==> src/rtl/imem_loader_pkg.sv <==
// imem_loader_pkg: shared types and constants for the instruction-memory
// boot loader.
//   state_t        - loader FSM states
//   BYTES_PER_WORD - stream bytes per instruction word
//   HDR_BYTES      - bytes in the word-count header
package imem_loader_pkg;

    typedef enum logic [2:0] {
        IDLE,
        LEN_LO,
        LEN_HI,
        DATA,
        WRITE,
        DONE
    } state_t;

    localparam int unsigned BYTES_PER_WORD = 4;
    localparam int unsigned HDR_BYTES      = 2;

endpackage

==> src/rtl/imem_loader_word_assembler.sv <==
// word_assembler: collects stream bytes into a little-endian 32-bit word.
//   clk, reset - clock, asynchronous active-high reset
//   clear      - return the lane counter to byte 0
//   shift_en   - a byte is accepted this cycle
//   in_data    - accepted byte
//   word_full  - the byte accepted this cycle completes a word
//   word       - assembled word; valid while word_full is high
module word_assembler
    import imem_loader_pkg::*;
(
    input  logic        clk,
    input  logic        reset,
    input  logic        clear,
    input  logic        shift_en,
    input  logic [7:0]  in_data,
    output logic        word_full,
    output logic [31:0] word
);

    logic [23:0] low_bytes;
    logic [1:0]  lane;

    // Bytes shift in from the top, so after three shifts the first byte sits
    // in bits [7:0]; the fourth byte is appended combinationally so the full
    // word can be registered on the same edge that accepts it.
    assign word      = {in_data, low_bytes};
    assign word_full = shift_en && (lane == 2'(BYTES_PER_WORD - 1));

    always_ff @(posedge clk or posedge reset) begin
        if (reset) begin
            low_bytes <= '0;
            lane      <= '0;
        end else if (clear) begin
            lane      <= '0;
        end else if (shift_en) begin
            low_bytes <= {in_data, low_bytes[23:8]};
            lane      <= lane + 2'd1;
        end
    end

endmodule

==> src/rtl/imem_loader.sv <==
// imem_loader: boot-time writer for the instruction memory. Receives a byte
// stream (2-byte little-endian word count N, then N little-endian words) and
// writes each word to consecutive word-aligned addresses starting at 0,
// holding the core in reset until the image is loaded.
//   clk, reset          - clock, asynchronous active-high reset
//   start               - pulse; begins a load from IDLE or DONE
//   in_data/valid/ready - byte stream handshake
//   mem_we/addr/wdata   - registered instruction-memory write port
//   core_hold           - keeps the datapath in reset
//   done, err           - sticky status until the next start
module imem_loader
    import imem_loader_pkg::*;
#(
    parameter int unsigned ADDR_W = 8,
    parameter int unsigned LEN_W  = 16
) (
    input  logic        clk,
    input  logic        reset,
    input  logic        start,
    input  logic [7:0]  in_data,
    input  logic        in_valid,
    output logic        in_ready,
    output logic        mem_we,
    output logic [31:0] mem_addr,
    output logic [31:0] mem_wdata,
    output logic        core_hold,
    output logic        done,
    output logic        err
);

    localparam logic [31:0] CAPACITY = 32'(1) << ADDR_W;

    state_t              state;
    logic [7:0]          len_lo;
    logic [LEN_W-1:0]    word_count;
    logic [ADDR_W-1:0]   word_index;
    logic                accept;
    logic [LEN_W-1:0]    hdr_count;
    logic                word_full;
    logic [31:0]         word;
    logic                last_word;

    assign accept    = in_valid && in_ready;
    assign hdr_count = LEN_W'({in_data, len_lo});
    assign last_word = (LEN_W'(word_index) + LEN_W'(1)) == word_count;

    word_assembler u_asm (
        .clk      (clk),
        .reset    (reset),
        .clear    (state == LEN_HI && accept),
        .shift_en (state == DATA && accept),
        .in_data  (in_data),
        .word_full(word_full),
        .word     (word)
    );

    always_ff @(posedge clk or posedge reset) begin
        if (reset) begin
            state      <= IDLE;
            in_ready   <= 1'b0;
            mem_we     <= 1'b0;
            mem_addr   <= '0;
            mem_wdata  <= '0;
            core_hold  <= 1'b1;
            done       <= 1'b0;
            err        <= 1'b0;
            len_lo     <= '0;
            word_count <= '0;
            word_index <= '0;
        end else begin
            mem_we <= 1'b0;
            case (state)
                IDLE: begin
                    if (start) begin
                        state    <= LEN_LO;
                        in_ready <= 1'b1;
                    end
                end
                LEN_LO: begin
                    if (accept) begin
                        len_lo <= in_data;
                        state  <= LEN_HI;
                    end
                end
                LEN_HI: begin
                    if (accept) begin
                        word_count <= hdr_count;
                        word_index <= '0;
                        if (hdr_count == '0 || 32'(hdr_count) > CAPACITY) begin
                            state     <= DONE;
                            in_ready  <= 1'b0;
                            done      <= 1'b1;
                            core_hold <= 1'b0;
                            err       <= (hdr_count != '0);
                        end else begin
                            state <= DATA;
                        end
                    end
                end
                DATA: begin
                    if (word_full) begin
                        state     <= WRITE;
                        in_ready  <= 1'b0;
                        mem_we    <= 1'b1;
                        mem_addr  <= 32'({word_index, 2'b00});
                        mem_wdata <= word;
                    end
                end
                WRITE: begin
                    word_index <= word_index + ADDR_W'(1);
                    if (last_word) begin
                        state     <= DONE;
                        done      <= 1'b1;
                        core_hold <= 1'b0;
                    end else begin
                        state    <= DATA;
                        in_ready <= 1'b1;
                    end
                end
                DONE: begin
                    if (start) begin
                        state     <= LEN_LO;
                        in_ready  <= 1'b1;
                        done      <= 1'b0;
                        err       <= 1'b0;
                        core_hold <= 1'b1;
                    end
                end
                default: state <= IDLE;
            endcase
        end
    end

endmodule

==> config.mk <==
export PLATFORM = sky130hd
export DESIGN_NAME = imem_loader
export DESIGN_NICKNAME = d
export VERILOG_FILES = /design/src/rtl/imem_loader_pkg.sv /design/src/rtl/imem_loader_word_assembler.sv /design/src/rtl/imem_loader.sv
export SDC_FILE = /design/constraint.sdc
export NUM_CORES = 1
export LEC_CHECK = 0
export ABC_AREA = 0
export CORE_ASPECT_RATIO = 0.6
export CORE_MARGIN = 2
export CORE_UTILIZATION = 49
export CTS_BUF_LIST = sky130_fd_sc_hd__clkbuf_8
export CTS_CLUSTER_SIZE = 12
export DETAILED_ROUTE_END_ITERATION = 16
export MAX_ROUTING_LAYER = met4
export PLACE_DENSITY_LB_ADDON = 0.15
export SYNTH_ARGS = -nofsm -noshare
export SYNTH_HDL_FRONTEND = slang
export SYNTH_SLANG_ARGS = --single-unit
==> constraint.sdc <==
create_clock -name clk -period 4.2 [get_ports clk]
set_clock_uncertainty 0.15 [all_clocks]
set_input_delay 1.26 -clock clk [delete_from_list [all_inputs] [get_ports clk]]
set_output_delay 1.26 -clock clk [all_outputs]
set_load 0.05 [all_outputs]
; Word level (Yosys, flattened, before mapping)
; Index checks and enable logic that the tools add are counted.
[totals]
inputBits = 12
ff_bits = 106
out_inout_bits = 69
word_cells = 85
[classes]
bitwise_logic = 1
n_lt_le_gt_ge = 1
n_reduce_logical = 23
n_eq_ne = 15
add_sub_neg = 3
n_mux = 29
[ops]
columns = cell, n
row1 = two-way mux 3 bit, 6
row2 = == test 9 x 16 -> 1 bit, 1
row3 = "> comparator 16 x 9 -> 1 bit, second input constant", 1
row4 = zero test 16 bit, 1
row5 = case mux 8 bit (2 select lines), 1
row6 = nonzero test 16 bit, 1
row7 = case mux 3 bit (5 select lines), 1
row8 = two-way mux 1 bit, 14
row9 = "inequality test 2 bit, second input constant", 5
row10 = AND reduction 2 bit, 5
row11 = "adder 8 x 1 -> 9 bit, second input constant", 1
row12 = "adder 8 x 1 -> 8 bit, second input constant", 1
row13 = two-way mux 8 bit, 1
row14 = AND reduction 4 bit, 2
row15 = "== test 3 x 2 -> 1 bit, second input constant", 2
row16 = "== test 3 bit, second input constant", 2
row17 = "inequality test 2 x 1 -> 1 bit, second input constant", 3
row18 = case mux 1 bit (3 select lines), 2
row19 = AND reduction 6 bit, 1
row20 = nonzero test 2 bit, 3
row21 = AND reduction 5 bit, 1
row22 = logical AND 1 bit, 4
row23 = two-way mux 2 bit, 2
row24 = case mux 1 bit (4 select lines), 1
row25 = other kinds (10), 10

; Logic depth before layout (Yosys ltp)
; Gate-level depths: netlist (run 1).
[logic_depth]
word_depth = 5
ltp_mapped = 8
ltp_nobuf = 7

; Modules after synthesis
; A second synthesis (run 1) with hierarchy kept.
[hier_totals]
hier_cells = 503
area_unflattened_um2 = 5023.6
[by_module_without_submodules]
columns = module, n_inst, area_each_um2, cells_per_inst, seq_area_each_um2
row1 = imem_loader, 1, 3852.4, 434, 2003.2
row2 = word_assembler, 1, 1171.1, 69, 650.6

; Worst setup path before layout (run 1)
; OpenSTA, ideal clock, no wires.
[synth_timing]
kind = input -> register
startpoint = input port in_valid
endpoint = register mem_addr[2]
t_required_ns = 3.922
setup_time_ns = 0.128
n_path_buf = 2
arrival_ns = 2.558
stages = 7
slack_ns = 1.364
cell_sequence = nand2_1 > or4_1 > buf_2 > clkinv_2 > nand2_4 > buf_6 > mux2_1
[synth_between]
elab_chain_len = 4
[synth_lines]
columns = item, line_no
row1 = start: declaration, imem_loader.sv:21  ; input logic in_valid,
row2 = logical AND 1 bit, imem_loader.sv:43  ; assign accept = in_valid && in_ready;
row3 = logical AND 1 bit, imem_loader.sv:51  ; .shift_en (state == DATA && accept),
row4 = logical AND 1 bit, imem_loader_word_assembler.sv:27  ; assign word_full = shift_en && (lane == 2'(BYTES_PER_WORD - 1));
row5 = AND reduction 2 bit (no line), --
row6 = end signal: assignment, imem_loader.sv:105  ; mem_addr <= 32'({word_index, 2'b00});
row7 = end: declaration, imem_loader.sv:24  ; output logic [31:0] mem_addr,
; No other way between the ends.
; A chain may end at the register's enable or synchronous reset.

; Worst setup path after layout (run 1)
[layout_timing]
startpoint = input port in_valid
endpoint = register mem_addr[9]
; The elaborated chain is that of the path after synthesis.

==> results.md, run 1 <==
- Outcome: finished, final reports clean
- CTS root buf: clkbuf_8
- Hold Path Depth: 2
- Die area: 10400 um2
- ANT cells: 0
- Crit Path Max Fanout: 43
- Post_cts resized: 0
- Slew margin rel.: 0.552
- Final setup TNS: 0 ns
- Final Wtd Congestion: slightly below 0.9
- Max VDD drop: 0.000315 V
- Setup Viol. Count Final: 0
- Iter 0 DRT Violations: 288
- Worst Min Path Start: u_asm.low_bytes[3]
- P_leak: 0.00268 uW
- Sequential area share after synthesis: 0.563
- Initial antenna violation count: 0
- Unrepaired setup endpoints after global routing: no
- First-pass GRT wire length: 15900 um
- Setup slack, reg-to-reg: 1.68 ns
- Detailed Place HPWL: 6800 um
- Yosys top cell by area: dfrtp_1
- Final core utilization: 0.594
- DR WL/cell: 16.1 um
- EDFF count, synth: 0
- Clock-pin slew on the worst setup and hold paths: 0.09 ns
- ANT nets after route: 0
- Vias in the first global route: 2991
- Total track usage: 0.208
- Drt first pass iters: 4
- Final worst path period share: 0.757
- YS warnings: 0
- FF-to-FF End: mem_addr[9]
- Max Fclk: 0.315 GHz
- Largest net degree at the start of global routing: 58
- CTS tree: built
- Via-per-instance ratio: 5.34
- Final nets: 485
- P&R area growth vs syn: 16.7%
- CTS buffer count: 9
- RR Startpoint: state[0]
- CTS Hold Bufs: 0
- Max stage delay on crit path: 0.50 ns
- Crit path required time: 4.30 ns
- Avg Inst Size Synth: roughly 11 um2
- Asr flop ratio synth: 1.00
- Post-CTS Setup Repair Bufs: 0
- Synth top area share: 0.558
- # Max-Cap Violations: 0
- H-tree levels: 3
- Clk buf depth: 2
- Most common library cells after synthesis: dfrtp_1 (105), nand2_1 (91), mux2_1 (38)
- Chip width: about 130 um
- Hold endpoint: u_asm.low_bytes[3]
- Slew at the pin closest to its max-slew limit: 0.666 ns
- Data arrival, critical path: 3.28 ns
- Area of the core: 9260 um2
- Via count: 3237
- Critical Path, Cell by Cell: clkdlybuf4s50_1, nand2_1, or4_1, clkinv_2, nand2_4, mux2_1
- Clk_lat worst skew: 0.37 ns
- Share of layout cells above drive strength 1: 0.105
- Port buffer count: 56
- Most common cell in the netlist: dfrtp_1
- Gate Count Post-Synth: 415
- Main flop type after synthesis: dfrtp_1
- Final WL: 9740 um
- Die Y: ~80 um
- Synth cell types: between 40 and 50
- # IOs: 81
- Max-slew violations: 0
- Std-Cell Rows: 27
- Critical path's top delay family: simple AND/OR/NAND/NOR gates
- CP bufs+invs: 2
- Pwr dens: 586 nW/um2
- Final hold violations: 0
- Crit. End Element: flip-flop
- DRC Markers: 0
- Fin crit period: 3.18 ns
- Starting Density: 0.509
- Worst hold path type: flip-flop to flip-flop
- CP startpoint kind: input port
- Worst setup path start: in_valid
- Worst R2R Path Depth: 5
- Total grt overflow: 0
- Synth Cell Area: 4710 um2
- Area contributors post-synth: dfrtp_1 (56%), mux2_1 (9.1%), nand2_1 (7.3%)
- CP Class: input port to flip-flop
- Count of clock tree sinks: 106
- CP max-delay cell: clkdlybuf4s50_1
- Yosys reg bits: 106
==> cells in the final DEF, fill, tap and decap left out, types with 3 or more instances in the layout <==
cell,count
a31oi_1,3
nand4_1,5
mux2_1,38
dfrtp_1,105
buf_4,4
clkbuf_8,11
xor2_1,4
inv_1,8
o22ai_1,3
mux2_2,23
nor3_1,4
and3_1,3
conb_1,24
a21oi_1,9
nor4_1,5
nor2_1,11
o21ai_0,14
nand3_1,8
nand2_1,91
clkdlybuf4s50_1,56
nor2b_1,4
xnor2_1,9
==> flip-flops by register name (all words and copies together) (netlist names), 2 cells and up <==
signal,cells
mem_addr,8
word_index,8
word_count,16
u_asm.lane,2
len_lo,8
u_asm.low_bytes,24
state,3
mem_wdata,32
==> metrics by stage <==
stage / hold WS, ns / setup WS, ns / power [uW] / instances / area (um2)
5_1_grt: 0.357 / 0.878 / 3420 / 606 / 5500
3_5_place_dp: 0.312 / 0.630 / 2610 / 590 / 5300
3_3_place_gp: 0.306 / 0.717 / 2570 / 590 / 5300
2_1_floorplan: 0.289 / 0.00276 / 2320 / 438 / 4800
6_report: 0.328 / 1.02 / 3220 / 606 / 5500
4_1_cts: 0.334 / 1.02 / 3240 / 606 / 5500
==> routing by layer <==
layer  routed length (um)  GRT usage
met5                    0          -
met4                   91     0.0479
met3                  576     0.0590
met2                 4020      0.273
met1                 5050      0.318
==> worst max-delay path by stage <==
stage	endpoint	slack, ns	depth (start not counted)
finish	mem_addr[9]	1.02	6
global route	mem_wdata[8]	0.88	6
CTS	mem_addr[9]	1.02	6
detailed placement	mem_addr[9]	0.63	6
global placement	mem_addr[9]	0.72	6
floorplan	done	0.003	1
==> worst register-to-register path: cells and delay by family (launching register included) <==
| kind | cells | cell delay, ns |
|---|---|---|
| buf+inv | 2 | 0.28 |
| simple gates | 2 | 0.91 |
| flops | 1 | 0.58 |
| mux | 1 | 0.48 |
==> cell families after synthesis <==
family | count (synthesis) | share of synthesized area
other | 1 | 0.000796
AO/OA/AOI/OAI | 43 | 0.0571
flip-flops | 106 | 0.563
buffers and inverters | 47 | 0.0643
multiplexers | 61 | 0.146
XOR/XNOR | 14 | 0.0290
adder cells (fa/ha/maj) | 2 | 0.00531
AND/OR/NAND/NOR | 141 | 0.134
==> where the power goes <==
part | internal, uW | switching, uW
logic | 422 | 586
clock network | 301 | 325
registers | 1310 | 275
==> final cells by class <==
class / count / area [um2]
Clock buffer: 11 / 151
Clock inverter: 5 / 46.3
Fill cell: 757 / 3760
Inverter: 8 / 33.8
Multi-Input combinational cell: 285 / 1840
Sequential cell: 106 / 2650
Tap cell: 130 / 163
Timing Repair Buffer: 61 / 611
No activity file was read; power rests on OpenSTA's default activity.
==> run 2: changes to the inputs <==
clock period = 2.85 ns   (was 4.2 ns; I/O delays follow)
==> run 2 against run 1 <==
Compared with the run above: die area stayed put; setup slack worse by 0.88 ns; critical path depth is 5 lower; hold slack worse by 0.0018 ns; global-route usage is 0.85 points higher; cell count is 3.0% higher; clock power is 47% higher; wire length is 2.1% higher; via count is 0.31% lower; combinational power is 53% higher; largest cell class unchanged; largest power group unchanged; highest routed layer unchanged.
==> results.md, run 2 (synthesis results as in run 1) <==
- P&R area growth vs syn: 20.7% (was 16.7%)
- Filler Cells Inserted: 758 (was 757)
- Post_cts resized: 0 (unchanged)
- Met2 usage: 0.287 (was 0.273)
- Max stage delay on crit path: 0.79 ns (was 0.50 ns)
- Largest register FFs: 32 (unchanged)
- Setup Viol. Count Final: 0 (unchanged)
- CTS tree: built (unchanged)
- Max Fclk: 0.369 GHz
- Total power: 4800 uW (was 3220 uW)
- Met1 Use GR: 0.326 (was 0.318)
- CTS root buf: clkbuf_8 (unchanged)
- Clk buf depth: 2 (unchanged)
- Slew at the pin closest to its max-slew limit: 0.651 ns (was 0.666 ns)
- Pwr dens: 845 nW/um2 (was 586 nW/um2)
- Largest net degree at the start of global routing: 58 (unchanged)
- First-pass GRT wire length: 16400 um (was 15900 um)
- Outcome: finished, final reports clean (unchanged)
- CP max-delay cell: clkdlybuf4s50_1 (unchanged)
- Most crowded layer after global routing: met1 (unchanged)
- Multi-input logic area: 1840 um2 (unchanged)
- H-tree levels: 3 (unchanged)
- FF-to-FF End: state[2] (was mem_addr[9])
- Final nets: 503 (was 485)
- Initial antenna violation count: 0 (unchanged)
- CP bufs+invs: 1 (was 2)
- Critical Path, Cell by Cell: clkdlybuf4s50_1 (was clkdlybuf4s50_1, nand2_1, or4_1, clkinv_2, nand2_4, mux2_1)
- Area of the core: 9260 um2 (unchanged)
- DRC Markers: 0 (unchanged)
- Via count: 3227 (was 3237)
- Final worst path period share: 0.950
- Port buffer count: 56 (unchanged)
- CTS buffer count: 9 (unchanged)
- Worst R2R Path Depth: 7 (was 5)
- Hold Path Depth: 2 (unchanged)
- ANT cells: 0 (unchanged)
- Final WL: 9950 um (was 9740 um)
- Drt first pass iters: 4 (unchanged)
- Starting Density: 0.509 (unchanged)
- Setup slack, reg-to-reg: 0.48 ns (was 1.68 ns)
- Chip width: 131 um (unchanged)
- Most flops, register: mem_wdata (unchanged)
- Most frequent cells in the layout: dfrtp_1 (105), nand2_1 (91), clkdlybuf4s50_1 (56) (unchanged)
- Die area: 10400 um2 (unchanged)
- Critical path's top delay family: buffers and inverters (was simple AND/OR/NAND/NOR gates)
- Post-route cell area: 5680 um2 (was 5500 um2)
- Final hold violations: 0 (unchanged)
- Total grt overflow: 0 (unchanged)
- Crit. End Element: output port (was flip-flop)
- Post-Place Cell Area: 5490 um2 (was 5300 um2)
- Std-Cell Rows: 27 (unchanged)
- Layout Cells excl Fill: 624 (was 606)
- DR WL/cell: 15.9 um (was 16.1 um)
- Crit path required time: 1.85 ns (was 4.30 ns)
- Most common cell after layout, fill and taps aside: dfrtp_1 (unchanged)
- Die Y: 80.0 um (unchanged)
- RR Startpoint: word_index[1] (was state[0])
- Final Wtd Congestion: 0.952 (was 0.871)
- Detailed Place HPWL: 7250 um (was 6800 um)
- Fin crit period: 2.71 ns
- Max VDD drop: 0.000433 V (was 0.000315 V)
- Clk_lat worst skew: 0.38 ns (was 0.37 ns)
- Sequential Area: 2650 um2 (unchanged)
- GR Layer Usage met3: 0.0563 (was 0.0590)
- Count of clock tree sinks: 106 (unchanged)
- Share of layout cells above drive strength 1: 0.140 (was 0.105)
- Unrepaired setup endpoints after global routing: no (unchanged)
- Cell count after placement: 608 (was 590)
- Worst hold path type: flip-flop to flip-flop (unchanged)
- CP startpoint kind: flip-flop (was input port)
- Crit Path Max Fanout: 2 (was 43)
- Largest regs: mem_wdata: 32 flops, u_asm.low_bytes: 24 flops, word_count: 16 flops (unchanged)
- Final setup TNS: 0 ns (unchanged)
- Post-CTS Setup Repair Bufs: 0 (unchanged)
- Vias in the first global route: 3091 (was 2991)
- Hold endpoint: u_asm.low_bytes[1] (was u_asm.low_bytes[3])
- Via-per-instance ratio: 5.17 (was 5.34)
- P_leak: 0.00278 uW (was 0.00268 uW)
- CTS Hold Bufs: 0 (unchanged)
- Slew margin rel.: 0.562 (was 0.552)
- # Max-Cap Violations: 0 (unchanged)
- Data arrival, critical path: 1.70 ns (was 3.28 ns)
- # IOs: 81 (unchanged)
- Total track usage: 0.217 (was 0.208)
- Max-slew violations: 0 (unchanged)
- Iter 0 DRT Violations: 292 (was 288)
- Clock-pin slew on the worst setup and hold paths: 0.09 ns (about the same)
- ANT nets after route: 0 (unchanged)
- Worst Min Path Start: u_asm.low_bytes[1] (was u_asm.low_bytes[3])
- CP Class: flip-flop to output port (was input port to flip-flop)
-- run 2: changes by cell type in the layout (fill, tap and decap cells not counted) --
cell / previous run / this run
buf_12: 1 / 5
buf_4: 4 / 18
clkbuf_8: 11 / 10
clkinv_4: 0 / 1
clkinvlp_4: 0 / 2
inv_1: 8 / 7
inv_4: 1 / 0
-- run 2: final cells by class --
type / count / area share
clock buffer: 10 / 0.0242
clock inverter: 6 / 0.0103
inverter: 8 / 0.00616
multi-input combinational: 285 / 0.324
sequential: 106 / 0.467
tap: 130 / 0.0286
timing repair buffer: 79 / 0.140
-- run 2: worst max path at each step --
| stage | cells after the start | endpoint | start | slack (ns) |
|---|---|---|---|---|
| final | 1 | core_hold | core_hold | 0.14 |
| after global routing | 1 | core_hold | core_hold | 0.09 |
| after CTS | 1 | core_hold | core_hold | 0.12 |
| after detailed placement | 7 | mem_wdata[11] | in_valid | 0.02 |
| after global placement | 7 | state[2] | in_data[4] | 0.06 |
| after floorplan | 7 | mem_addr[2] | in_valid | 0.42 |
-- run 2: power by group --
part	leakage [uW]	internal [uW]	switching [uW]
logic	0.00127	665	889
registers	0.00140	1930	396
clock network	0.000105	424	496
total	0.00278	3020	1780
-- run 2: through the flow --
stage,worst slack (ns),hold slack (ns),util
3_3_place_gp,0.0612,0.307,0.593
2_1_floorplan,0.419,0.289,-
5_1_grt,0.0876,0.357,0.614
4_1_cts,0.122,0.331,0.614
6_report,0.142,0.326,0.614
3_5_place_dp,0.0224,0.309,0.593
-- run 2: layer usage --
| layer | routed length [um] | part of all wire |
|---|---|---|
| met1 | 5080 | 0.51 |
| met5 | 0 | 0 |
| met4 | 98 | 0.0098 |
| met3 | 683 | 0.069 |
| met2 | 4090 | 0.41 |
